[config.mk]
export PLATFORM = sky130hd
export DESIGN_NAME = fetch_unit
export DESIGN_NICKNAME = d
export VERILOG_FILES = /design/src/rtl/fetch_unit_pkg.sv /design/src/rtl/fetch_unit_pc_counter.sv /design/src/rtl/fetch_unit.sv
export SDC_FILE = /design/constraint.sdc
export NUM_CORES = 1
export LEC_CHECK = 0
export BUFFER_PORTS_ARGS = -buffer_cell sky130_fd_sc_hd__buf_2
export CORE_MARGIN = 2
export CORE_UTILIZATION = 50
export CTS_CLUSTER_DIAMETER = 50
export DETAILED_ROUTE_END_ITERATION = 7
export HOLD_SLACK_MARGIN = 0.1
export PLACE_DENSITY = 0.84
export SYNTH_ARGS = -nofsm -noshare
export SYNTH_HDL_FRONTEND = slang
export SYNTH_SLANG_ARGS = --single-unit
export TNS_END_PERCENT = 50
[constraint.sdc]
create_clock -name CLK -period 3.4 [get_ports CLK]
set_input_delay 0.34 -clock CLK [delete_from_list [all_inputs] [get_ports CLK]]
set_output_delay 0.34 -clock CLK [all_outputs]
set_load 0.01 [all_outputs]
[src/rtl/fetch_unit_pkg.sv]
// Shared definitions for the fetch/execute pipeline: fetch state encoding and
// default datapath widths.
package fetch_unit_pkg;

    localparam int ADDR_W_DEF = 4;
    localparam int DATA_W_DEF = 8;

    typedef enum logic [1:0] {
        ST_IDLE = 2'd0,
        ST_RUN  = 2'd1,
        ST_STOP = 2'd2
    } fetch_state_e;

endpackage

[src/rtl/fetch_unit_pc_counter.sv]
// Program counter: synchronous reset, enable-gated clear / load / wrapping increment.
module pc_counter #(
    parameter int W = 4
) (
    input  logic         clk,
    input  logic         rst,
    input  logic         en,
    input  logic         clr,
    input  logic         ld,
    input  logic         inc,
    input  logic [W-1:0] load_val,
    output logic [W-1:0] pc
);

    logic [W-1:0] pc_r;

    // PC register; clear beats load beats increment, all gated by en.
    always_ff @(posedge clk) begin
        if (rst) begin
            pc_r <= '0;
        end else if (en) begin
            if (clr) begin
                pc_r <= '0;
            end else if (ld) begin
                pc_r <= load_val;
            end else if (inc) begin
                pc_r <= pc_r + {{(W-1){1'b0}}, 1'b1};
            end else begin
                pc_r <= pc_r;
            end
        end else begin
            pc_r <= pc_r;
        end
    end

    assign pc = pc_r;

endmodule

[src/rtl/fetch_unit.sv]
// Instruction fetch stage: owns the PC, latches ROM words into IR once per tick,
// and honours halt/jump requests from the execute stage.
module fetch_unit
    import fetch_unit_pkg::*;
#(
    parameter int ADDR_W = ADDR_W_DEF,
    parameter int DATA_W = DATA_W_DEF
) (
    input  logic              CLK,
    input  logic              RST,
    input  logic              TICK,
    input  logic              START,
    input  logic [DATA_W-1:0] ROM_DATA,
    input  logic              JMP,
    input  logic [ADDR_W-1:0] JMP_ADR,
    input  logic              HALT,
    output logic [ADDR_W-1:0] ADR,
    output logic [DATA_W-1:0] IR,
    output logic              IR_VALID,
    output logic              RUNNING
);

    fetch_state_e      state_r;
    logic [DATA_W-1:0] ir_r;
    logic              ir_valid_r;
    logic              running_r;
    logic              pc_clr_s;
    logic              pc_ld_s;
    logic              pc_inc_s;

    // PC control decode from the current state and execute-stage requests.
    always_comb begin
        pc_clr_s = 1'b0;
        pc_ld_s  = 1'b0;
        pc_inc_s = 1'b0;
        case (state_r)
            ST_RUN: begin
                if (HALT) begin
                    pc_inc_s = 1'b0;
                end else if (JMP) begin
                    pc_ld_s = 1'b1;
                end else begin
                    pc_inc_s = 1'b1;
                end
            end
            ST_STOP: begin
                if (!START) begin
                    pc_clr_s = 1'b1;
                end else begin
                    pc_clr_s = 1'b0;
                end
            end
            default: begin
                pc_clr_s = 1'b0;
            end
        endcase
    end

    pc_counter #(.W(ADDR_W)) u_pc (
        .clk      (CLK),
        .rst      (RST),
        .en       (TICK),
        .clr      (pc_clr_s),
        .ld       (pc_ld_s),
        .inc      (pc_inc_s),
        .load_val (JMP_ADR),
        .pc       (ADR)
    );

    // Fetch FSM with IR and registered status outputs.
    always_ff @(posedge CLK) begin
        if (RST) begin
            state_r    <= ST_IDLE;
            ir_r       <= '0;
            ir_valid_r <= 1'b0;
            running_r  <= 1'b0;
        end else if (TICK) begin
            case (state_r)
                ST_IDLE: begin
                    ir_valid_r <= 1'b0;
                    if (START) begin
                        state_r   <= ST_RUN;
                        running_r <= 1'b1;
                    end
                end
                ST_RUN: begin
                    if (HALT) begin
                        state_r    <= ST_STOP;
                        running_r  <= 1'b0;
                        ir_valid_r <= 1'b0;
                    end else if (JMP) begin
                        // The word fetched this tick is from the old path; drop it.
                        ir_valid_r <= 1'b0;
                    end else begin
                        ir_r       <= ROM_DATA;
                        ir_valid_r <= 1'b1;
                    end
                end
                ST_STOP: begin
                    if (!START) begin
                        state_r    <= ST_IDLE;
                        ir_r       <= '0;
                        ir_valid_r <= 1'b0;
                    end
                end
                default: begin
                    state_r    <= ST_IDLE;
                    running_r  <= 1'b0;
                    ir_valid_r <= 1'b0;
                end
            endcase
        end
    end

    assign IR       = ir_r;
    assign IR_VALID = ir_valid_r;
    assign RUNNING  = running_r;

endmodule
# Word level (Yosys, flattened, before mapping)

Cells that the tools add are included.

Bits in registers: 16
Bits of input ports: 18
Output and inout bits: 14
Word-level logic and storage cells: 46

Reductions and logical operators: 8
$add $sub $neg: 1
Bitwise operators: 1
Multiplexer cells: 24
Equality and inequality tests: 7

Operator list:

| cell                                                | number |
|---|---|
| two-way mux 8 bit                                   | 3 |
| case mux 8 bit (2 select lines)                     | 1 |
| two-way mux 4 bit                                   | 3 |
| two-way mux 1 bit                                   | 11 |
| inequality test 2 bit, second input constant        | 5 |
| AND reduction 4 bit                                 | 2 |
| two-way mux 2 bit                                   | 3 |
| case mux 2 bit (3 select lines)                     | 1 |
| AND reduction 5 bit                                 | 1 |
| adder 4 x 1 -> 4 bit, second input constant         | 1 |
| AND reduction 2 bit                                 | 2 |
| case mux 1 bit (3 select lines)                     | 1 |
| nonzero test 3 bit                                  | 1 |
| equality test 2 x 1 -> 1 bit, second input constant | 1 |
| equality test 2 bit, second input constant          | 1 |
| zero test 2 bit                                     | 1 |
| case mux 1 bit (2 select lines)                     | 1 |
| nonzero test 2 bit                                  | 1 |
| NOT 1 bit                                           | 1 |

# Depth between registers and ports, before layout

Gate-level depths: netlist of run 1.

Word-level depth: 6
Gate-level depth with buffers: 5
Mapped depth without buffers: 4

# Hierarchy

Synthesis of run 1 repeated with hierarchy kept, for this count alone.

Cell total of the unflattened synthesis: 91
Area, all modules: 919.6 µm²

Modules (own cells, without submodules):

| module     | cells an instance | sequential area each (µm²) | times used | area each (µm²) |
|---|---|---|---|---|
| fetch_unit | 61                | 240.2                      | 1          | 638.1 |
| pc_counter | 30                | 80.1                       | 1          | 281.5 |

# Worst setup path before layout of run 1

Ideal clock, no wire load.

Path type: register to register
Start: reg u_pc.pc_r[0] (netlist: u_pc.pc[0])
End: reg u_pc.pc_r[2] (netlist: u_pc.pc[2])
Path slack: 2.091 ns
Setup time: 0.059 ns
Stages on the path, launching flop included: 5
Path buffers: 0
Data required time: 3.341 ns
Data arrival time: 1.250 ns
Cell sequence: dfxtp_1 -> ha_1 -> or3b_1 -> a211oi_1 -> a221o_1

Cells in the longest elaborated chain, start to end: 4

RTL lines:

| item                   | line                        | source |
|---|---|---|
| from (decl)            | fetch_unit_pc_counter.sv:15 | `logic [W-1:0] pc_r;` |
| from (signal assigned) | fetch_unit_pc_counter.sv:25 | `pc_r <= load_val;` |
| from (signal assigned) | fetch_unit_pc_counter.sv:27 | `pc_r <= pc_r + {{(W-1){1'b0}}, 1'b1};` |
| from (signal assigned) | fetch_unit_pc_counter.sv:29 | `pc_r <= pc_r;` |
| adder 4 x 1 -> 4 bit   | fetch_unit_pc_counter.sv:27 |  |
| two-way mux 4 bit      | fetch_unit_pc_counter.sv:26 | `end else if (inc) begin` |
| two-way mux 4 bit      | fetch_unit_pc_counter.sv:24 | `end else if (ld) begin` |
| two-way mux 4 bit      | fetch_unit_pc_counter.sv:22 | `if (clr) begin` |

No other way between the ends. The select of a mux whose other input is x is not followed.
A chain may end at the register's enable or synchronous reset.

# Final worst setup path of run 1

Start: reg state_r[0]
End: reg ir_r[3] (netlist: IR[3])

Cells in the longest elaborated chain, start to end: 3
Elaborated cells between the ends (all ways): 8

RTL lines:

| item                                                                  | line              | source |
|---|---|---|
| from (decl)                                                           | fetch_unit.sv:23  | `fetch_state_e state_r;` |
| from (signal assigned)                                                | fetch_unit.sv:73  | `state_r <= ST_IDLE;` |
| from (signal assigned)                                                | fetch_unit.sv:82  | `state_r <= ST_RUN;` |
| from (signal assigned)                                                | fetch_unit.sv:88  | `state_r <= ST_STOP;` |
| equality test 2 x 1 -> 1 bit or equality test 2 bit (tied branches)   | fetch_unit.sv:78  | `case (state_r)` |
| inequality test 2 bit (no line) or nonzero test 2 bit (tied branches) | n/a               |  |
| AND reduction 5 bit (no line)                                         | n/a               |  |
| to (signal assigned)                                                  | fetch_unit.sv:74  | `ir_r <= '0;` |
| to (signal assigned)                                                  | fetch_unit.sv:95  | `ir_r <= ROM_DATA;` |
| to (signal assigned)                                                  | fetch_unit.sv:102 | `ir_r <= '0;` |
| to (decl)                                                             | fetch_unit.sv:24  | `logic [DATA_W-1:0] ir_r;` |

Several ways; a longest one is shown, not always the timed one.

==> impl_metrics.json, run 1 <==
{
  "clock-sinks": 16,
  "clock_tree.buffer_depth": 2,
  "critPathKind": "reg2reg",
  "gp_congestion": 0.734,
  "die_width_um": 45.1,
  "status": "finished, final reports clean",
  "grt_max_degree": 17,
  "hold_viol": 0,
  "start_util_pct": 54.8,
  "synth-seq-area-share_pct": 37.9,
  "cts_buffers": 3,
  "ys_warn_count": 0,
  "r2r-start": "state_r[0]$_SDFFE_PP0P_",
  "use_met2_pct": 32.6,
  "grt_pass1_wl_mm": 2.93,
  "nNetsFinal": 142,
  "die_area_um2": 2030,
  "tightest_slew_ns": 0.508,
  "rsz0062_at_grt": "false",
  "fin_crit_ns": 1.40,
  "timing.final.ws_setup_ns": 2.00,
  "ir_worst_vdd_uv": 219,
  "cts_tree": "done",
  "layout_common_cells": "buf_2 (31), dfxtp_1 (16), o21ai_0 (12)",
  "cts_resized": 0,
  "wl_per_cell_um": 12.6,
  "required_ns": 3.57,
  "area_growth_pct": 19.3,
  "clock_skew_ns": 0.00178,
  "via_per_inst": 5.73,
  "worstPathArrival_ns": 1.56,
  "busiest_layer": "met2",
  "seqCellArea_um2": 320,
  "fp.dieH_um": 45.1,
  "dr.pass1.iters": 4,
  "numPortBuffers": 31,
  "setup_viol": 0,
  "fp.coreArea_um2": 1540,
  "dp_slack_ns": 2.02,
  "diodes": 0,
  "antenna_found_initial": 0,
  "synth_cell_types": 35,
  "endpoint_kind": "flip-flop",
  "drv_cap": 0,
  "fmax_mhz": 716,
  "leakagePower_nw": 0.442,
  "hp-start": "ROM_DATA[0]",
  "worstHoldEndpoint": "IR[0]$_SDFFE_PP0P_",
  "yosys_register_bits": 16,
  "vias": 791,
  "final_layout_size_suffix_gt1_share_pct": 33.6,
  "min_period_over_period_pct": 41.1,
  "clkTransAtPathRegs_ns": 0.10,
  "r2r-end": "IR[3]$_SDFFE_PP0P_",
  "slew_headroom_pct": 66.0,
  "regToRegSetupSlack_ns": 2.00,
  "rr_worst_depth": 3,
  "grt_pass1_vias": 711,
  "htree_levels": 1,
  "powerDensity_nw_per_um2": 361,
  "nFillCells": 124,
  "final_common_cell": "buf_2",
  "syn_inst": 94,
  "cts_setup_buffers": 0,
  "postCtsHoldBufs": 0,
  "clock_latency_ns": 0.28,
  "synthesis.nets": 113,
  "whs_path_depth": 3,
  "final_max_slew_viol_count": 0,
  "syn_area_um2": 845,
  "startpoint_type": "flip-flop",
  "track_usage_pct": 19.3,
  "io_pins": 32,
  "hp-class": "in2reg",
  "rows": 14,
  "dr.first_iter.drc_count": 18,
  "path_max_fanout": 13,
  "drcViolationCount": 0,
  "met3_usage_pct": 2.40,
  "place_hpwl_mm": 1.27,
  "ant_nets": 0,
  "clockRootBuffer": "clkbuf_4",
  "grt_overflow": 0,
  "wl_mm": 1.74,
  "multi_input_area_um2": 468,
  "synth.avg_cell_area_um2": 8.98,
  "grtUsageMet1_pct": 24.3,
  "finalSetupTns_ns": 0
}
## metal layers
layer,wire [um],vias to the layer above
li1,-,399
met1,785,361
met2,840,29
met3,106,2
met4,9,0
met5,0,-
## worst max-delay path, cell delays in order (launching register included)
cell and delay (ns):
dfxtp_1 0.57, nor4b_2 0.31, o21a_1 0.28, o21ai_0 0.13
## layout make-up
cell class | count | area share, %
clock buffers | 4 | 3.60
multi-input cells | 69 | 46.5
well taps | 16 | 1.99
inverters | 2 | 0.745
flip-flops and latches | 16 | 31.8
repair buffers | 31 | 15.4
## flip-flops by register name, indices dropped and copies added (netlist names)
signal    count
IR            8
state_r       2
RUNNING       1
u_pc.pc       4
IR_VALID      1
## kinds of logic (layout without fill, tap and decap cells)
family	Yosys count	count (layout)	share of synthesized area, %
and+or+nand+nor	41	41	31.6
buffers and inverters	9	37	6.67
AOI/OAI and AO/OA	25	25	19.7
muxes	2	2	2.67
adders and majority gates	1	1	1.48
DFF	16	16	37.9
## report_power, final
group	switching [mW]	internal, mW	total, mW
Combinational	0.0215	0.0204	0.0419
Clock	0.0609	0.0651	0.126
Sequential	0.00480	0.191	0.196
Total	0.0872	0.277	0.364
## metrics by stage
stage / util, % / cell area (um2) / hold WS, ns / total power [mW] / cells
finish: 65.3 / 1010 / 0.269 / 0.364 / 138
global route: 65.3 / 1010 / 0.278 / 0.377 / 138
CTS: 65.3 / 1010 / 0.261 / 0.367 / 138
detailed placement: 63.0 / 971 / 0.464 / 0.242 / 134
global placement: 63.0 / 971 / 0.458 / 0.241 / 134
floorplan: - / 845 / 0.470 / 0.228 / 94
## how the worst max path moves through the flow
stage,startpoint,endpoint,slack (ns),cells after the start
2_1_floorplan,u_pc.pc[0]$_SDFFE_PP0P_,u_pc.pc[2]$_SDFFE_PP0P_,2.09,4
3_3_place_gp,RST,u_pc.pc[2]$_SDFFE_PP0P_,2.06,4
3_5_place_dp,state_r[0]$_SDFFE_PP0P_,IR[3]$_SDFFE_PP0P_,2.02,3
4_1_cts,state_r[0]$_SDFFE_PP0P_,IR[3]$_SDFFE_PP0P_,2.00,3
5_1_grt,state_r[0]$_SDFFE_PP0P_,IR[4]$_SDFFE_PP0P_,1.85,3
6_report,state_r[0]$_SDFFE_PP0P_,IR[3]$_SDFFE_PP0P_,2.00,3
## cell usage after synthesis
cell	number	share of area, %
dfxtp_1	16	38
o21ai_0	12	7.1
nand2b_1	10	7.4
nand3_1	8	4.7
nor2_1	6	2.7
a21oi_1	3	1.8
a22o_1	3	3.1
buf_2	3	1.8
buf_6	2	2.7
inv_1	2	0.89
mux2_2	2	2.7
nand2_1	2	0.89
nor2b_1	2	1.5
nor3b_1	2	1.8
a211o_1	1	1.0
a211oi_1	1	0.89
a221o_1	1	1.2
a22oi_1	1	0.89
a311oi_1	1	1.0
a311oi_2	1	1.8
and3_1	1	0.74
and3b_1	1	1.0
and4bb_2	1	1.5
and4bb_4	1	1.9
buf_4	1	0.89
clkbuf_1	1	0.44
ha_1	1	1.5
nand3b_1	1	0.89
nand4b_1	1	1.0
nand4bb_1	1	1.3
nor3_1	1	0.59
nor4_1	1	0.74
nor4b_2	1	1.8
o21a_1	1	0.89
or3b_1	1	1.0
Note: power is estimated with default switching activity, not from simulation.
==> run 2, diff against run 1 <==
CORE_UTILIZATION = 47   (was 50)
PLACE_DENSITY = 0.8   (was 0.84)
clock period = 1.4 ns   (was 3.4 ns; I/O delays follow)
==> impl_metrics.json, run 2 (synthesized netlist as in run 1, its figures left out) <==
{
  "status": "finished, final reports clean",
  "met3_usage_pct": 4.71,
  "dr.pass1.iters": 4,
  "path_max_fanout": 5,
  "rr_worst_depth": 4,
  "die_area_um2": 2150,
  "start_util_pct": 49.5,
  "min_period_over_period_pct": 91.6,
  "r2r-end": "u_pc.pc[2]$_SDFFE_PP0P_",
  "clkTransAtPathRegs_ns": 0.10,
  "endpoint_kind": "flip-flop",
  "final_max_slew_viol_count": 0,
  "diodes": 0,
  "ir_worst_vdd_uv": 524,
  "cts_tree": "done",
  "largest_register_ffs": 8,
  "hp-class": "in2reg",
  "slew_headroom_pct": 63.3,
  "drcViolationCount": 0,
  "finalSetupTns_ns": 0,
  "grt_pass1_vias": 806,
  "grtUsageMet1_pct": 26.9,
  "final_common_cell": "buf_2",
  "track_usage_pct": 22.2,
  "area_growth_pct": 32.1,
  "final_layout_size_suffix_gt1_share_pct": 35.9,
  "dp_slack_ns": 0.0586,
  "startpoint_type": "flip-flop",
  "timing.final.ws_setup_ns": 0.117,
  "die_width_um": 46.4,
  "numPortBuffers": 31,
  "grt_overflow": 0,
  "clock_latency_ns": 0.29,
  "fin_crit_ns": 1.28,
  "drv_cap": 0,
  "regToRegSetupSlack_ns": 0.12,
  "rsz0062_at_grt": "false",
  "critPathKind": "reg2reg",
  "use_met2_pct": 36.9,
  "vias": 843,
  "setup_viol": 0,
  "nFillCells": 143,
  "rows": 15,
  "place_hpwl_mm": 1.36,
  "busiest_layer": "met2",
  "tightest_slew_ns": 0.548,
  "whs_path_depth": 4,
  "worstHoldEndpoint": "u_pc.pc[0]$_SDFFE_PP0P_",
  "clock_tree.buffer_depth": 2,
  "required_ns": 1.64,
  "via_per_inst": 5.40,
  "nNetsFinal": 151,
  "grt_max_degree": 17,
  "final_area_um2": 1120,
  "worstPathArrival_ns": 1.52,
  "layout_common_cells": "buf_2 (31), dfxtp_1 (12), o21ai_0 (12)",
  "cts_buffers": 3,
  "grt_pass1_wl_mm": 3.38,
  "placed_area_um2": 990,
  "clock-sinks": 16,
  "fp.dieH_um": 46.4,
  "clock_skew_ns": 0.00210,
  "fp.coreArea_um2": 1710,
  "cts_setup_buffers": 0,
  "utilization_pct": 65.3,
  "wl_mm": 2.04,
  "wl_per_cell_um": 13.1,
  "hp-start": "JMP_ADR[0]",
  "antenna_found_initial": 0,
  "io_pins": 32,
  "hold_viol": 0,
  "gp_congestion": 0.764,
  "hold_slack_ns": 0.181,
  "clockRootBuffer": "clkbuf_4",
  "htree_levels": 1,
  "powerDensity_nw_per_um2": 815,
  "r2r-start": "u_pc.pc[0]$_SDFFE_PP0P_",
  "fmax_mhz": 780,
  "dr.first_iter.drc_count": 6,
  "ant_nets": 0,
  "leakagePower_nw": 0.482
}
run 2: cell types whose count changed in the layout (fill, tap and decap cells not counted), sizes merged:
cell         change
dlygate4sd3      +8
buf              +1
run 2: repair_timing:
item	4_1_cts	5_1_grt
hold buffers	8	0
setup endpoints to repair	0	9
gates resized for setup	0	5
hold endpoints to repair	8	0
run 2: critical path, cell delays in order, from the launching register on:
cell      delay [ns]
dfxtp_2         0.37
ha_1            0.17
or3b_1          0.36
a211oi_2        0.21
a221o_1         0.12
run 2: worst max-delay path by stage:
| stage | slack (ns) | to | cells after the start | startpoint |
|---|---|---|---|---|
| after floorplan | 0.09 | u_pc.pc[2]$_SDFFE_PP0P_ | 4 | u_pc.pc[0]$_SDFFE_PP0P_ |
| after global placement | 0.07 | u_pc.pc[2]$_SDFFE_PP0P_ | 4 | u_pc.pc[0]$_SDFFE_PP0P_ |
| after detailed placement | 0.06 | u_pc.pc[2]$_SDFFE_PP0P_ | 4 | u_pc.pc[0]$_SDFFE_PP0P_ |
| after CTS | 0.03 | u_pc.pc[2]$_SDFFE_PP0P_ | 4 | u_pc.pc[0]$_SDFFE_PP0P_ |
| after global routing | 0.05 | u_pc.pc[2]$_SDFFE_PP0P_ | 4 | u_pc.pc[0]$_SDFFE_PP0P_ |
| final | 0.12 | u_pc.pc[2]$_SDFFE_PP0P_ | 4 | u_pc.pc[0]$_SDFFE_PP0P_ |
run 2: final cells by class:
cell class	count	area (um2)	area share, %
sequential	16	325	29.1
inverter	2	7.51	0.673
multi-input combinational	69	473	42.4
clock buffer	4	36.3	3.25
timing repair buffer	40	243	21.7
tap	25	31.3	2.80
run 2: power by group:
part           internal (mW)  total [mW]  switching [mW]
clock network          0.158       0.308           0.150
logic                 0.0665       0.127          0.0600
registers              0.465       0.475          0.0101
run 2: per-layer routing:
metal  part of all wire [%]  up-vias  routed length [um]
li1                       -      415                   -
met1                     46      400                 935
met2                     48       24                 977
met3                    4.5        4                  92
met4                    1.8        0                  37
met5                      0        -                   0
run 2: through the flow:
step	power, mW	std cells
after floorplan	0.553	94
after global placement	0.587	144
after detailed placement	0.592	144
after CTS	0.911	156
after global routing	0.949	156
final	0.910	156
==> run 3, diff against run 2 <==
CORE_UTILIZATION = 50   (was 47)
PLACE_DENSITY = 0.84   (was 0.8)
clock period = 1.6 ns   (was 1.4 ns; I/O delays follow)
==> impl_metrics.json, run 3 (synthesized netlist as in run 1, its figures left out) <==
{
  "grt_max_degree": 17,
  "fmax_mhz": 723,
  "io_pins": 32,
  "dp_slack_ns": 0.147,
  "rsz0062_at_grt": "false",
  "via_per_inst": 5.63,
  "die_width_um": 45.1,
  "ant_nets": 0,
  "area_growth_pct": 26.5,
  "nFillCells": 122,
  "antenna_found_initial": 0,
  "tightest_slew_ns": 0.527,
  "die_area_um2": 2030,
  "clockRootBuffer": "clkbuf_4",
  "layoutNonFillerInstCount": 144,
  "utilization_pct": 69.3,
  "place_hpwl_mm": 1.33,
  "wl_mm": 1.96,
  "final_layout_size_suffix_gt1_share_pct": 32.8,
  "layout_common_cells": "buf_2 (31), dfxtp_1 (15), o21ai_0 (12)",
  "cts_tree": "done",
  "timing.final.ws_setup_ns": 0.216,
  "drcViolationCount": 0,
  "min_period_over_period_pct": 86.5,
  "startpoint_type": "flip-flop",
  "grt_overflow": 0,
  "cts_setup_buffers": 0,
  "ir_worst_vdd_uv": 596,
  "gp_congestion": 0.764,
  "dr.pass1.iters": 4,
  "fin_crit_ns": 1.38,
  "clock-sinks": 16,
  "finalSetupTns_ns": 0,
  "diodes": 0,
  "numPortBuffers": 31,
  "start_util_pct": 54.8,
  "htree_levels": 1,
  "track_usage_pct": 22.6,
  "final_max_slew_viol_count": 0,
  "hp-class": "in2reg",
  "grt_pass1_vias": 758,
  "vias": 811,
  "status": "finished, final reports clean",
  "largest_register_ffs": 8,
  "powerDensity_nw_per_um2": 736,
  "slew_headroom_pct": 64.7,
  "place_inst": 134,
  "grt_pass1_wl_mm": 3.31,
  "critPathKind": "reg2reg",
  "clock_tree.buffer_depth": 2,
  "endpoint_kind": "flip-flop",
  "setup_viol": 0,
  "leakagePower_nw": 0.467,
  "hold_viol": 0,
  "drv_cap": 0,
  "fp.coreArea_um2": 1540,
  "fp.dieH_um": 45.1,
  "final_common_cell": "buf_2",
  "wl_per_cell_um": 13.6,
  "nNetsFinal": 148,
  "rows": 14,
  "path_max_fanout": 5,
  "cts_buffers": 3,
  "required_ns": 1.84,
  "worstPathArrival_ns": 1.62,
  "clock_skew_ns": 0.0125,
  "clkTransAtPathRegs_ns": 0.10,
  "dr.first_iter.drc_count": 19,
  "clock_latency_ns": 0.29
}
-- run 3: cell count changes in the layout (fill, tap and decap cells not counted) --
| cell | before | now |
|---|---|---|
| a211oi_1 | 0 | 1 |
| a211oi_2 | 1 | 0 |
| buf_4 | 1 | 0 |
| dfxtp_1 | 12 | 15 |
| dfxtp_2 | 4 | 1 |
| dlygate4sd3_1 | 8 | 6 |
-- run 3: area by class of cell --
| class | instances | area, um2 | area share (%) |
|---|---|---|---|
| Tap cell | 16 | 20.0 | 1.87 |
| Inverter | 2 | 7.51 | 0.703 |
| Clock buffer | 4 | 36.3 | 3.40 |
| Timing Repair Buffer | 37 | 215 | 20.1 |
| Sequential cell | 16 | 322 | 30.1 |
| Multi-Input combinational cell | 69 | 468 | 43.8 |
-- run 3: power by group --
group | leakage [nW] | internal (mW) | switching [mW]
combinational | 0.316 | 0.0529 | 0.0488
clock | 0.0210 | 0.138 | 0.129
sequential | 0.130 | 0.406 | 0.0106
-- run 3: path summary, 6_finish.rpt --
check                                              from                      end  slack [ns]  cells past startpoint
worst max-delay path            u_pc.pc[0]$_SDFFE_PP0P_  u_pc.pc[2]$_SDFFE_PP0P_        0.22                      4
worst min register to register       IR[0]$_SDFFE_PP0P_       IR[0]$_SDFFE_PP0P_        0.48                      2
worst max register to register  u_pc.pc[0]$_SDFFE_PP0P_  u_pc.pc[2]$_SDFFE_PP0P_        0.22                      4
worst min-delay path                        ROM_DATA[1]       IR[1]$_SDFFE_PP0P_        0.12                      3
-- run 3: through the flow --
| stage | total power [mW] | cell area [um2] | hold slack (ns) |
|---|---|---|---|
| final | 0.787 | 1070 | 0.118 |
| after detailed placement | 0.515 | 971 | 0.387 |
| after floorplan | 0.484 | 845 | 0.290 |
| after global placement | 0.511 | 971 | 0.378 |
| after global routing | 0.822 | 1070 | 0.124 |
| after CTS | 0.790 | 1070 | 0.107 |
-- run 3: critical path, cell delays in order, from the launching register on --
cell and delay [ns]:
dfxtp_1 0.41, ha_1 0.18, or3b_1 0.35, a211oi_1 0.25
a221o_1 0.14
-- run 3: metal layers --
layer,GRT usage (%),wire [um],up-vias
met5,0,0,-
met4,10.6,17,0
met3,3.60,77,2
met2,37.7,931,19
met1,28.2,934,379
li1,-,-,411
-- run 3: repair_timing --
action	4_1_cts	5_1_grt
hold endpoints to repair	6	0
gates resized for setup	0	1
hold buffers	6	0
endpoints found under the setup margin	0	3
